==> config.mk <==
export PLATFORM = sky130hd
export DESIGN_NAME = load_store_unit
export DESIGN_NICKNAME = d
export VERILOG_FILES = /design/src/rtl/load_store_unit.sv
export SDC_FILE = /design/constraint.sdc
export NUM_CORES = 1
export LEC_CHECK = 0
export CELL_PAD_IN_SITES_DETAIL_PLACEMENT = 2
export CELL_PAD_IN_SITES_GLOBAL_PLACEMENT = 2
export CORE_MARGIN = 10
export CORE_UTILIZATION = 24
export DETAILED_ROUTE_END_ITERATION = 6
export PLACE_DENSITY_LB_ADDON = 0.2
export SLEW_MARGIN = 20
export SYNTH_ARGS = -nofsm -noshare
export SYNTH_HDL_FRONTEND = slang
export SYNTH_SLANG_ARGS = --single-unit
==> constraint.sdc <==
create_clock -name clk -period 4.1 [get_ports clk]
set_input_delay 0.82 -clock clk [delete_from_list [all_inputs] [get_ports clk]]
set_output_delay 0.82 -clock clk [all_outputs]
set_load 0.02 [all_outputs]
==> src/rtl/load_store_unit.sv <==
// Memory-phase unit for RV32I loads and stores. It turns byte, halfword and word
// accesses into word-aligned req/ack bus transfers and returns extended load data.
module load_store_unit #(
    parameter int TIMEOUT = 16
) (
    input  logic        clk,
    input  logic        rst,
    input  logic        start_load,
    input  logic        start_store,
    input  logic [2:0]  funct3,
    input  logic [31:0] addr,
    input  logic [31:0] store_data,
    output logic        busy,
    output logic        done,
    output logic        fault,
    output logic [31:0] load_data,
    output logic        mem_req,
    output logic        mem_we,
    output logic [31:0] mem_addr,
    output logic [3:0]  mem_wstrb,
    output logic [31:0] mem_wdata,
    input  logic [31:0] mem_rdata,
    input  logic        mem_ack
);

    typedef enum logic [1:0] {ST_IDLE, ST_REQ, ST_DONE} state_t;

    localparam logic [2:0] F3_B  = 3'b000;
    localparam logic [2:0] F3_H  = 3'b001;
    localparam logic [2:0] F3_W  = 3'b010;
    localparam logic [2:0] F3_BU = 3'b100;
    localparam logic [2:0] F3_HU = 3'b101;
    localparam logic [7:0] TIMEOUT_LAST = 8'(TIMEOUT - 1);

    state_t      state_reg, state_next;
    logic [7:0]  count_reg, count_next;
    logic [2:0]  funct3_reg, funct3_next;
    logic [1:0]  addr_lo_reg, addr_lo_next;
    logic        is_store_reg, is_store_next;

    logic        busy_reg, busy_next;
    logic        done_reg, done_next;
    logic        fault_reg, fault_next;
    logic [31:0] load_data_reg, load_data_next;
    logic        mem_req_reg, mem_req_next;
    logic        mem_we_reg, mem_we_next;
    logic [31:0] mem_addr_reg, mem_addr_next;
    logic [3:0]  mem_wstrb_reg, mem_wstrb_next;
    logic [31:0] mem_wdata_reg, mem_wdata_next;

    logic        start;
    logic        misaligned;
    logic        illegal;
    logic        timeout_hit;
    logic [3:0]  lane_strb;
    logic [31:0] lane_wdata;
    logic [31:0] shifted;
    logic [31:0] extracted;

    assign start       = start_store | start_load;
    assign misaligned  = (((funct3 == F3_H) || (funct3 == F3_HU)) && addr[0]) ||
                         ((funct3 == F3_W) && (addr[1:0] != 2'b00));
    // 011/110/111 never decode; unsigned variants only make sense for loads
    assign illegal     = (funct3 == 3'b011) || (funct3[2] && funct3[1]) ||
                         (start_store && funct3[2]);
    assign timeout_hit = (count_reg == TIMEOUT_LAST);

    always_comb begin
        lane_strb  = 4'b1111;
        lane_wdata = store_data;
        case (funct3[1:0])
            2'b00: begin
                lane_strb  = 4'b0001 << addr[1:0];
                lane_wdata = {4{store_data[7:0]}};
            end
            2'b01: begin
                lane_strb  = 4'b0011 << {addr[1], 1'b0};
                lane_wdata = {2{store_data[15:0]}};
            end
            default: ;
        endcase
    end

    assign shifted = mem_rdata >> {addr_lo_reg, 3'b000};

    always_comb begin
        extracted = mem_rdata;
        case (funct3_reg)
            F3_B:    extracted = {{24{shifted[7]}}, shifted[7:0]};
            F3_BU:   extracted = {24'h0, shifted[7:0]};
            F3_H:    extracted = {{16{shifted[15]}}, shifted[15:0]};
            F3_HU:   extracted = {16'h0, shifted[15:0]};
            default: extracted = mem_rdata;
        endcase
    end

    // State register
    always_ff @(posedge clk or posedge rst) begin
        if (rst) begin
            state_reg <= ST_IDLE;
        end else begin
            state_reg <= state_next;
        end
    end

    // Next-state logic
    always_comb begin
        state_next = state_reg;
        case (state_reg)
            ST_IDLE: begin
                if (start) begin
                    state_next = (misaligned || illegal) ? ST_DONE : ST_REQ;
                end
            end
            ST_REQ: begin
                if (mem_ack || timeout_hit) begin
                    state_next = ST_DONE;
                end
            end
            default: state_next = ST_IDLE;
        endcase
    end

    // Output logic: computes the next value of every registered output
    always_comb begin
        count_next     = count_reg;
        funct3_next    = funct3_reg;
        addr_lo_next   = addr_lo_reg;
        is_store_next  = is_store_reg;
        busy_next      = busy_reg;
        done_next      = 1'b0;
        fault_next     = 1'b0;
        load_data_next = load_data_reg;
        mem_req_next   = mem_req_reg;
        mem_we_next    = mem_we_reg;
        mem_addr_next  = mem_addr_reg;
        mem_wstrb_next = mem_wstrb_reg;
        mem_wdata_next = mem_wdata_reg;
        case (state_reg)
            ST_IDLE: begin
                if (start) begin
                    funct3_next   = funct3;
                    addr_lo_next  = addr[1:0];
                    is_store_next = start_store;
                    if (misaligned || illegal) begin
                        done_next  = 1'b1;
                        fault_next = 1'b1;
                    end else begin
                        busy_next      = 1'b1;
                        mem_req_next   = 1'b1;
                        mem_we_next    = start_store;
                        mem_addr_next  = {addr[31:2], 2'b00};
                        mem_wstrb_next = start_store ? lane_strb : 4'b0000;
                        mem_wdata_next = lane_wdata;
                        count_next     = 8'd0;
                    end
                end
            end
            ST_REQ: begin
                if (mem_ack || timeout_hit) begin
                    busy_next    = 1'b0;
                    mem_req_next = 1'b0;
                    mem_we_next  = 1'b0;
                    done_next    = 1'b1;
                    fault_next   = !mem_ack;
                    if (mem_ack && !is_store_reg) begin
                        load_data_next = extracted;
                    end
                end else begin
                    count_next = count_reg + 8'd1;
                end
            end
            default: ;
        endcase
    end

    always_ff @(posedge clk or posedge rst) begin
        if (rst) begin
            count_reg     <= 8'd0;
            funct3_reg    <= 3'd0;
            addr_lo_reg   <= 2'd0;
            is_store_reg  <= 1'b0;
            busy_reg      <= 1'b0;
            done_reg      <= 1'b0;
            fault_reg     <= 1'b0;
            load_data_reg <= 32'd0;
            mem_req_reg   <= 1'b0;
            mem_we_reg    <= 1'b0;
            mem_addr_reg  <= 32'd0;
            mem_wstrb_reg <= 4'd0;
            mem_wdata_reg <= 32'd0;
        end else begin
            count_reg     <= count_next;
            funct3_reg    <= funct3_next;
            addr_lo_reg   <= addr_lo_next;
            is_store_reg  <= is_store_next;
            busy_reg      <= busy_next;
            done_reg      <= done_next;
            fault_reg     <= fault_next;
            load_data_reg <= load_data_next;
            mem_req_reg   <= mem_req_next;
            mem_we_reg    <= mem_we_next;
            mem_addr_reg  <= mem_addr_next;
            mem_wstrb_reg <= mem_wstrb_next;
            mem_wdata_reg <= mem_wdata_next;
        end
    end

    assign busy      = busy_reg;
    assign done      = done_reg;
    assign fault     = fault_reg;
    assign load_data = load_data_reg;
    assign mem_req   = mem_req_reg;
    assign mem_we    = mem_we_reg;
    assign mem_addr  = mem_addr_reg;
    assign mem_wstrb = mem_wstrb_reg;
    assign mem_wdata = mem_wdata_reg;

endmodule

Word-level counts from Yosys, hierarchy flattened
Index checks and enable logic that the tools add are counted.
{"block": "classes", "muxes": 25, "n_shift": 3, "n_addsub": 1, "n_reduce_logical": 24, "n_bitwise": 2, "eq_ne": 14}
{"operator": "32-bit case mux with 4 select lines", "count": 1}
{"operator": "32-bit case mux with 2 select lines", "count": 1}
{"operator": "32-bit by 5-bit right shift with 16-bit output", "count": 1}
{"operator": "8-bit two-way mux", "count": 3}
{"operator": "8-bit case mux with 2 select lines", "count": 1}
{"operator": "3-bit == test (second input constant)", "count": 3}
{"operator": "1-bit two-way mux", "count": 9}
{"operator": "8-bit by 1-bit adder with 8-bit output (second input constant)", "count": 1}
{"operator": "8-bit by 4-bit == test with 1-bit output (second input constant)", "count": 1}
{"operator": "2-bit inequality test (second input constant)", "count": 4}
{"operator": "1-bit case mux with 2 select lines", "count": 4}
{"operator": "4-bit case mux with 2 select lines", "count": 1}
{"operator": "4-bit AND reduction", "count": 2}
{"operator": "3-bit by 1-bit == test with 1-bit output (second input constant)", "count": 2}
{"operator": "3-bit by 2-bit == test with 1-bit output (second input constant)", "count": 2}
{"operator": "1-bit logical OR", "count": 6}
{"operator": "2-bit two-way mux", "count": 3}
{"operator": "3-bit AND reduction", "count": 2}
{"operator": "1-bit logical AND", "count": 5}
{"operator": "2-bit by 1-bit == test with 1-bit output (second input constant)", "count": 2}
{"operator": "2-bit logical NOT", "count": 2}
{"operator": "4-bit two-way mux", "count": 1}
{"operator": "2-bit case mux with 2 select lines", "count": 1}
{"operator": "2-bit AND reduction", "count": 2}
{"operator": "other kinds (7)", "count": 9}
{"block": "word_totals", "word_cells": 82, "out_inout_bits": 105, "input_bits": 104, "register_bits": 118}

Logic depth before layout (Yosys ltp)
Gate-level depths: netlist of run 1.
{"block": "logic_depth", "ltp_word": 8, "depth_mapped": 7, "depth_no_buf": 5}

Worst setup path before layout of run 1
OpenSTA, ideal clock, no wires.
{"block": "synth_path", "kind": "input to register", "from": "in funct3[0]", "to": "reg mem_addr_reg[10] (netlist: mem_addr[10])", "setup_ns": 0.125, "t_required_ns": 3.975, "path_stages": 6, "setup_slack_ns": 1.906, "t_arrival_ns": 2.069, "n_path_buf": 3, "cell_sequence": "buf_2 a221oi_2 o221ai_2 buf_6 buf_6 mux2_4"}
{"block": "synth_between", "elab_chain_cells": 7, "word_cells_on_any_way": 13, "classes_between": "4 x eq/ne; 1 x bitwise; 8 x reduce/logical"}
{"item": "from (decl)", "line": "10", "text": "input logic [2:0] funct3,"}
{"item": "3-bit by 1-bit == test with 1-bit output or 3-bit == test (tied branches)", "line": "61", "text": "assign misaligned = (((funct3 == F3_H) || (funct3 == F3_HU)) && addr[0]) ||"}
{"item": "1-bit logical OR", "line": "61"}
{"item": "1-bit logical AND", "line": "61"}
{"item": "1-bit logical OR", "line": "61"}
{"item": "1-bit logical OR (*)", "line": "145", "text": "if (misaligned || illegal) begin"}
{"item": "1-bit inverter (no line) (*)"}
{"item": "3-bit AND reduction (no line) (*)"}
{"item": "to (signal assigned)", "line": "203", "text": "mem_addr_reg <= mem_addr_next;"}
{"item": "to (decl)", "line": "47", "text": "logic [31:0] mem_addr_reg, mem_addr_next;"}
Every way passes the cells marked *; elsewhere a longest branch is shown, timed or not.
A chain may end at the register's enable or synchronous reset.

Worst setup path in the final report of run 1
{"block": "layout_path", "from": "in start_store", "to": "reg mem_addr_reg[21] (netlist: mem_addr[21])"}
{"block": "layout_between", "elab_chain_cells": 5, "word_cells_on_any_way": 6, "classes_between": "2 x bitwise; 4 x reduce/logical"}
{"item": "from (decl)", "line": "9", "text": "input logic start_store,"}
{"item": "1-bit logical AND", "line": "65", "text": "(start_store && funct3[2]);"}
{"item": "1-bit logical OR", "line": "64", "text": "assign illegal = (funct3 == 3'b011) || (funct3[2] && funct3[1]) ||"}
{"item": "1-bit logical OR", "line": "145"}
{"item": "1-bit inverter (no line)"}
{"item": "3-bit AND reduction (no line) (*)"}
Marked as above.

==> impl_metrics.json, run 1 <==
{
  "grt_max_degree": 119,
  "maxCapViolCount": 0,
  "hold_violations": 0,
  "worst_slack_ns": 1.43,
  "mappedNetlistArea_um2": 5510,
  "p_per_area_nw_per_um2": 807,
  "antenna_found_initial": 1,
  "utilization": 0.372,
  "outcome": "completed",
  "synth-async-reset-ratio": 1.00,
  "fmax_ghz": 0.374,
  "clock_latency_ns": 0.41,
  "routed_wl_um": 21900,
  "path_class": "in2reg",
  "cts_htree_levels": 4,
  "finalPower_mw": 6.79,
  "synthCells": 517,
  "cts_root_buf": "clkbuf_16",
  "r2r_cells": 3,
  "die_x_um": 172,
  "worstSetupStartpointType": "input pin",
  "slew_viol_final": 0,
  "cp.arrival_ns": 2.97,
  "track_usage": 0.150,
  "cts_tree": "done",
  "rsz0062_at_grt": "no",
  "slew-limit-headroom": 0.303,
  "grt.overflow.total": 0,
  "holdWs_ns": 0.480,
  "fin_crit_ns": 2.67,
  "synth-main-ff-cell": "dfrtp_1",
  "grt_pass1_vias": 5721,
  "die_y_um": 172,
  "end_kind": "register",
  "antennaDiodeCount": 0,
  "fin_tns_setup_ns": 0,
  "multi_input_area_um2": 2360,
  "r2r_start": "addr_lo_reg[1]",
  "initial_utilization": 0.243,
  "rows": 55,
  "dieArea_um2": 29400,
  "hold_buffers": 0,
  "clk_pin_slew_ns": 0.05,
  "design.portCount": 209,
  "postCtsSetupBuffers": 0,
  "max-vdd-ir-drop_mv": 0.322,
  "hpwl_um": 16000,
  "setup_viol": 0,
  "fin_nets": 817,
  "avgViaCountPerCell": 4.81,
  "endpoint": "mem_addr[21]",
  "ctsResizeCount": 0,
  "ff_latch_area_um2": 2950,
  "cts_made_buffers": 17,
  "grt_pass1_wl_um": 34000,
  "finClkSkew_ns": 0.00665,
  "dr_total_vias": 4860,
  "core_um2": 22600,
  "ys_seq_area_frac": 0.536,
  "clock_path_buffers": 2,
  "area_growth_pct": 52.7,
  "layout-drive-gt1-share": 0.116,
  "drtIter0Drc": 183,
  "synth.distinct_cells": 52,
  "gp_congestion": 0.772,
  "power_leakage_nw": 3.60,
  "worstReg2RegEnd": "load_data[25]",
  "post-route-period-util": 0.651,
  "yosysWarnings": 0,
  "worstMarginPinSlew_ns": 1.04,
  "cp.required_ns": 4.39,
  "synth_edf_count": 0,
  "crit_path_max_fanout": 84,
  "wl_per_cell_um": 21.7,
  "pre_cts_slack_ns": 1.02,
  "ant_nets": 0,
  "clock-sinks": 118,
  "portBuffers": 206,
  "post-route-drc-count": 0,
  "rrSetupSlack_ns": 1.43,
  "first_pass_iters": 4,
  "nFillCells": 2379,
  "avgSynthCellArea_um2": 10.7,
  "synth-seq-cells": 118,
  "hold_class": "reg2reg",
  "startpoint": "start_store"
}
## worst min-delay path by stage
| stage | from | end | slack (ns) | cells past startpoint |
|---|---|---|---|---|
| after floorplan | count_reg[7] | count_reg[7] | 0.45 | 1 |
| after global routing | mem_wdata[7] | mem_wdata[7] | 0.52 | 1 |
| final | mem_wdata[30] | mem_wdata[30] | 0.48 | 2 |
| after global placement | mem_wdata[17] | mem_wdata[17] | 0.46 | 2 |
| after detailed placement | mem_wdata[17] | mem_wdata[17] | 0.47 | 2 |
| after CTS | load_data[1] | load_data[1] | 0.49 | 2 |
## power breakdown
group	internal, mW	total (mW)	switching [mW]
Combinational	1.49	3.13	1.64
Clock	0.938	1.49	0.554
Sequential	1.71	2.17	0.459
Total	4.14	6.79	2.65
## routing by layer
| layer | track usage | vias up | part of all wire |
|---|---|---|---|
| li1 | - | 2237 | - |
| met1 | 0.164 | 2457 | 0.39 |
| met2 | 0.250 | 145 | 0.50 |
| met3 | 0.0772 | 19 | 0.10 |
| met4 | 0.0420 | 2 | 0.011 |
| met5 | 0 | - | 0.00078 |
## logic make-up after synthesis
kind of cell | synth area share
AOI/OAI and AO/OA | 0.175
and+or+nand+nor | 0.0945
DFF | 0.536
muxes | 0.153
buffers and inverters | 0.0388
adders and majority gates | 0.00227
other | 0.000681
## worst max-delay path, stage by stage
cell and delay [ns]:
clkdlybuf4s50_1 0.71, a221oi_2 0.16, o221ai_4 0.43, buf_12 0.40, mux2_2 0.39
## cell usage after synthesis (2+ instances only)
master	instances	area share
dfrtp_1	118	0.54
nand2_1	64	0.044
o21ai_0	61	0.055
a21oi_1	38	0.035
mux2i_1	33	0.060
nor2_1	32	0.022
o22ai_1	27	0.031
mux2_2	25	0.051
clkbuf_1	22	0.015
mux2_4	13	0.035
buf_2	9	0.0082
a2bb2oi_1	7	0.011
o2bb2ai_1	7	0.011
inv_1	6	0.0041
a21o_1	4	0.0055
a31oi_1	4	0.0045
buf_4	3	0.0041
buf_6	3	0.0061
a211o_1	2	0.0032
and4b_1	2	0.0036
nand2b_1	2	0.0023
nand3_1	2	0.0018
nor2b_1	2	0.0023
nor3_1	2	0.0018
or3_1	2	0.0023
## stage by stage
step	instance area [um^2]	instances
after detailed placement	7840	978
after CTS	8410	1010
final	8410	1010
after global routing	8410	1010
after global placement	7840	978
after floorplan	5510	518
## layout by cell type, fill, tap and decap left out, types with 2 or more instances in the layout
| master | synthesis | layout |
|---|---|---|
| buf_12 | 0 | 2 |
| nor2b_1 | 2 | 2 |
| clkdlybuf4s50_1 | 0 | 206 |
| clkinvlp_4 | 0 | 2 |
| nor2_1 | 32 | 32 |
| nand3_1 | 2 | 2 |
| dfrtp_1 | 118 | 118 |
| or3_1 | 2 | 2 |
| a211o_1 | 2 | 2 |
| o22ai_1 | 27 | 27 |
| clkbuf_1 | 22 | 3 |
| nor3_1 | 2 | 2 |
| mux2_2 | 25 | 25 |
| mux2i_1 | 33 | 33 |
| mux2_4 | 13 | 13 |
| clkbuf_8 | 0 | 3 |
| clkinv_2 | 0 | 5 |
| a21o_1 | 4 | 4 |
| o2bb2ai_1 | 7 | 7 |
| bufinv_16 | 0 | 2 |
| clkbuf_16 | 0 | 17 |
| nand2_1 | 64 | 64 |
| conb_1 | 1 | 2 |
| buf_4 | 3 | 5 |
| a21oi_1 | 38 | 38 |
| nand2b_1 | 2 | 2 |
| inv_1 | 6 | 5 |
| o21ai_0 | 61 | 61 |
| a2bb2oi_1 | 7 | 7 |
| and4b_1 | 2 | 2 |
| a31oi_1 | 4 | 4 |
## area by class of cell
cell class | instances | share of cell area
Sequential cell | 118 | 0.351
Multi-Input combinational cell | 355 | 0.280
Timing Repair Buffer | 213 | 0.254
Clock buffer | 23 | 0.0568
Tap cell | 285 | 0.0424
Clock inverter | 9 | 0.0119
Inverter | 7 | 0.00342
No activity file was read; power rests on OpenSTA's default activity.
==> run 2, diff against run 1 <==
--- a/config.mk
+++ b/config.mk
@@ -8,7 +8,7 @@
 export CELL_PAD_IN_SITES_DETAIL_PLACEMENT = 2
 export CELL_PAD_IN_SITES_GLOBAL_PLACEMENT = 2
 export CORE_MARGIN = 10
-export CORE_UTILIZATION = 24
+export CORE_UTILIZATION = 27
 export DETAILED_ROUTE_END_ITERATION = 6
 export PLACE_DENSITY_LB_ADDON = 0.2
 export SLEW_MARGIN = 20
==> constraint.sdc (replaced) <==
create_clock -name clk -period 2.5 [get_ports clk]
set_input_delay 0.5 -clock clk [delete_from_list [all_inputs] [get_ports clk]]
set_output_delay 0.5 -clock clk [all_outputs]
set_load 0.02 [all_outputs]
==> impl_metrics.json, run 2 (synthesis results as in run 1) <==
{
  "hpwl_um": 16300,
  "end_kind": "register",
  "postCtsSetupBuffers": 0,
  "layout.cells.most_common": "clkdlybuf4s50_1",
  "core_um2": 20200,
  "outcome": "completed",
  "rrSetupSlack_ns": 0.57,
  "post-route-period-util": 0.853,
  "cts_root_buf": "clkbuf_16",
  "routed_wl_um": 21500,
  "slew-limit-headroom": 0.283,
  "area_growth_pct": 55.6,
  "finClkSkew_ns": 0.00747,
  "holdWs_ns": 0.349,
  "clock_latency_ns": 0.41,
  "worstMarginPinSlew_ns": 1.07,
  "ctsResizeCount": 0,
  "dieArea_um2": 26500,
  "fin_crit_ns": 2.13,
  "setup_viol": 0,
  "grt.overflow.total": 0,
  "portBuffers": 206,
  "die_x_um": 163,
  "clock-sinks": 118,
  "cts_htree_levels": 4,
  "rsz0062_at_grt": "no",
  "worstReg2RegEnd": "load_data[27]",
  "r2r_cells": 4,
  "cts_made_buffers": 17,
  "initial_utilization": 0.273,
  "gp_congestion": 0.800,
  "die_y_um": 163,
  "drtIter0Drc": 180,
  "dr_total_vias": 4900,
  "p_per_area_nw_per_um2": 1330,
  "post-route-drc-count": 0,
  "r2r_start": "state_reg[0]",
  "rows": 52,
  "hold_buffers": 0,
  "first_pass_iters": 4,
  "final_cell_mix": "206 x clkdlybuf4s50_1, 118 x dfrtp_1, 64 x nand2_1, 61 x o21ai_0, 38 x a21oi_1",
  "slew_viol_final": 0,
  "layout-drive-gt1-share": 0.138,
  "grt_pass1_wl_um": 33500,
  "worstSetupStartpointType": "input pin",
  "fin_nets": 832,
  "cp.arrival_ns": 2.40,
  "antenna_found_initial": 0,
  "clock_path_buffers": 2,
  "antennaDiodeCount": 0,
  "power_leakage_nw": 3.69,
  "grt_max_degree": 59,
  "grt_pass1_vias": 5568,
  "avgViaCountPerCell": 4.85,
  "wl_per_cell_um": 21.3,
  "utilization": 0.425,
  "fmax_ghz": 0.469,
  "hold_violations": 0,
  "track_usage": 0.161,
  "ant_nets": 0,
  "crit_path_max_fanout": 9,
  "hold_class": "in2async",
  "cp.required_ns": 2.77,
  "fin_tns_setup_ns": 0,
  "path_class": "in2reg",
  "max-vdd-ir-drop_mv": 0.542,
  "clk_pin_slew_ns": 0.06,
  "maxCapViolCount": 0,
  "cts_tree": "done",
  "design.portCount": 209
}
run 2: cell count changes in the layout (fill, tap and decap cells not counted), sizes merged:
cell      before  now
buf            7   22
inv            6    7
clkinvlp       2    5
clkbuf        23   17
bufinv         2    4
run 2: worst max path at each step:
| stage | from | endpoint | slack, ns | cells past startpoint |
|---|---|---|---|---|
| final | funct3[0] | mem_wdata[8] | 0.37 | 5 |
| after global routing | funct3[0] | mem_wdata[8] | 0.23 | 5 |
| after CTS | funct3[0] | mem_wdata[8] | 0.34 | 5 |
| after detailed placement | funct3[0] | mem_wdata[12] | -0.03 | 5 |
| after global placement | funct3[0] | mem_wstrb[2] | 0.05 | 5 |
| after floorplan | rst | addr_lo_reg[0] | 0.56 | 1 |
run 2: cell type report:
type | instances | area, um^2
timing repair buffer | 228 | 2260
sequential | 118 | 2950
clock inverter | 15 | 204
tap | 270 | 338
clock buffer | 17 | 425
multi-input combinational | 355 | 2360
fill | 2131 | 11600
inverter | 7 | 30.0
run 2: critical path, stage by stage:
cell and delay, ns:
clkdlybuf4s50_1 0.50, buf_4 0.18, nor2_1 0.79, mux2i_1 0.30, o21ai_0 0.12
run 2: metrics by stage:
stage	instance area [um^2]	setup WS (ns)	power, mW	instances
6_report	8570	0.367	11.4	1010
5_1_grt	8570	0.234	12.1	1010
4_1_cts	8570	0.341	11.6	1010
3_5_place_dp	7940	-0.0344	8.84	978
3_3_place_gp	7940	0.0479	8.65	978
2_1_floorplan	5520	0.559	6.13	518
run 2: where the power goes:
| part | internal, mW | total, mW | switching (mW) |
|---|---|---|---|
| Clock | 1.67 | 2.63 | 0.956 |
| Sequential | 2.81 | 3.45 | 0.647 |
| Combinational | 2.51 | 5.31 | 2.80 |
run 2: per-layer routing:
layer  up-vias  wire length, um  track usage
met5         -                0            0
met4         0              197       0.0398
met3        16             1990       0.0774
met2       148            10900        0.273
met1      2464             8500        0.177
li1       2272                -            -
==> run 3, diff against run 2 <==
--- a/config.mk
+++ b/config.mk
@@ -9,6 +9,7 @@
 export CELL_PAD_IN_SITES_GLOBAL_PLACEMENT = 2
 export CORE_MARGIN = 10
 export CORE_UTILIZATION = 27
+export CTS_BUF_LIST = sky130_fd_sc_hd__clkbuf_4
 export DETAILED_ROUTE_END_ITERATION = 6
 export PLACE_DENSITY_LB_ADDON = 0.2
 export SLEW_MARGIN = 20
==> impl_metrics.json, run 3 (synthesis results as in run 1) <==
{
  "outcome": "completed",
  "hold_buffers": 0,
  "grt_pass1_wl_um": 33100,
  "ctsResizeCount": 0,
  "grt_max_degree": 59,
  "hpwl_um": 16300,
  "endpoint": "load_data[28]",
  "max-vdd-ir-drop_mv": 0.539,
  "rows": 52,
  "dr_total_vias": 4861,
  "final_cell_mix": "206 x clkdlybuf4s50_1, 118 x dfrtp_1, 64 x nand2_1, 61 x o21ai_0, 38 x a21oi_1",
  "switching_share": 0.412,
  "cts_htree_levels": 4,
  "drtIter0Drc": 156,
  "r2r_cells": 4,
  "postCtsSetupBuffers": 0,
  "cts_made_buffers": 17,
  "slew_viol_final": 0,
  "antenna_found_initial": 1,
  "cp.arrival_ns": 1.58,
  "internal-power_mw": 6.10,
  "utilization": 0.410,
  "crit_path_max_fanout": 2,
  "finalPower_mw": 10.4,
  "finalNonFillerCells": 1011,
  "path_class": "reg2out",
  "fin_nets": 832,
  "clock_latency_ns": 0.55,
  "cts_tree": "done",
  "power_leakage_nw": 3.56,
  "crit_family": "buffers and inverters",
  "area_growth_pct": 50.2,
  "startpoint": "load_data[28]",
  "post-place-cells": 978,
  "worstPathCellList": "clkdlybuf4s50_1",
  "hold_class": "in2async",
  "p_per_area_nw_per_um2": 1250,
  "switchingPower_mw": 4.27,
  "setup_viol": 0,
  "post-route-drc-count": 0,
  "clk_pin_slew_ns": 0.13,
  "cp.required_ns": 2.00,
  "die_y_um": 163,
  "crit_path_top_delay_cell": "clkdlybuf4s50_1",
  "worstSetupStartpointType": "register",
  "portBuffers": 206,
  "design.portCount": 209,
  "rrSetupSlack_ns": 0.57,
  "comb_power_share": 0.511,
  "maxCapViolCount": 0,
  "routed_wl_um": 21400,
  "holdWs_ns": 0.198,
  "clkPwrFrac": 0.158,
  "post-route-period-util": 0.833,
  "p_seq_frac": 0.331,
  "end_kind": "primary output",
  "clock-sinks": 118,
  "worstMarginPinSlew_ns": 1.06,
  "first_pass_iters": 4,
  "ant_nets": 0,
  "slew-limit-headroom": 0.292,
  "avgViaCountPerCell": 4.81,
  "die_x_um": 163,
  "core_um2": 20200,
  "finClkSkew_ns": 0.0183,
  "layout-drive-gt1-share": 0.138,
  "layout.cells.most_common": "clkdlybuf4s50_1",
  "clock_path_buffers": 2,
  "grt_pass1_vias": 5597,
  "worstReg2RegEnd": "load_data[27]",
  "cp.buffers_inverters": 1,
  "grt.overflow.total": 0,
  "gp_congestion": 0.800,
  "cts_root_buf": "clkbuf_4",
  "initial_utilization": 0.273,
  "fmax_ghz": 0.480,
  "cp_slowest_stage_delay_ns": 0.62,
  "hold_violations": 0,
  "track_usage": 0.160,
  "fin_crit_ns": 2.08,
  "rsz0062_at_grt": "no",
  "dieArea_um2": 26500,
  "r2r_start": "state_reg[0]",
  "crit_cells": 1,
  "wl_per_cell_um": 21.2
}
==> run 3: changes by cell type in the layout (fill, tap and decap cells not counted), sizes merged <==
| cell | delta |
|---|---|
| diode | +1 |
==> run 3: worst min path at each step <==
| stage | from | to | cells after the start |
|---|---|---|---|
| after floorplan | count_reg[7] | count_reg[7] | 1 |
| after global placement | load_data[4] | load_data[4] | 2 |
| after detailed placement | load_data[4] | load_data[4] | 2 |
| after CTS | rst | mem_wdata[19] | 2 |
| after global routing | rst | mem_wdata[18] | 2 |
| final | rst | mem_wdata[18] | 2 |
==> run 3: cell type report <==
class                   instances  area (um^2)
diodes                          1         2.50
inverters                       7         30.0
multi-input cells             355         2360
repair buffers                228         2260
flip-flops and latches        118         2950
clock buffers                  17          128
clock inverters                15          204
well taps                     270          338
fillers                      2162        11900
==> run 3: power by group through the flow <==
stage               clock [mW]  combinational (mW)  sequential (mW)
floorplan                    0                1.84             4.29
global placement             0                5.24             3.41
detailed placement           0                5.37             3.48
CTS                       1.72                5.40             3.45
global route              1.81                5.70             3.57
finish                    1.64                5.30             3.43
==> run 3: through the flow <==
stage	TNS, ns	cell area, um^2	setup WS (ns)
after floorplan	0	5520	0.559
after global placement	0	7940	0.0479
after detailed placement	-0.156	7940	-0.0344
after CTS	0	8270	0.341
after global routing	0	8280	0.310
final	0	8280	0.417
==> run 3: metal layers <==
| layer | GRT usage | vias up | wire [um] | share of wire |
|---|---|---|---|---|
| met5 | 0 | - | 0 | 0 |
| met4 | 0.0447 | 0 | 219 | 0.010 |
| met3 | 0.0779 | 17 | 2000 | 0.093 |
| met2 | 0.271 | 139 | 10700 | 0.50 |
| met1 | 0.174 | 2436 | 8460 | 0.40 |
| li1 | - | 2269 | - | - |
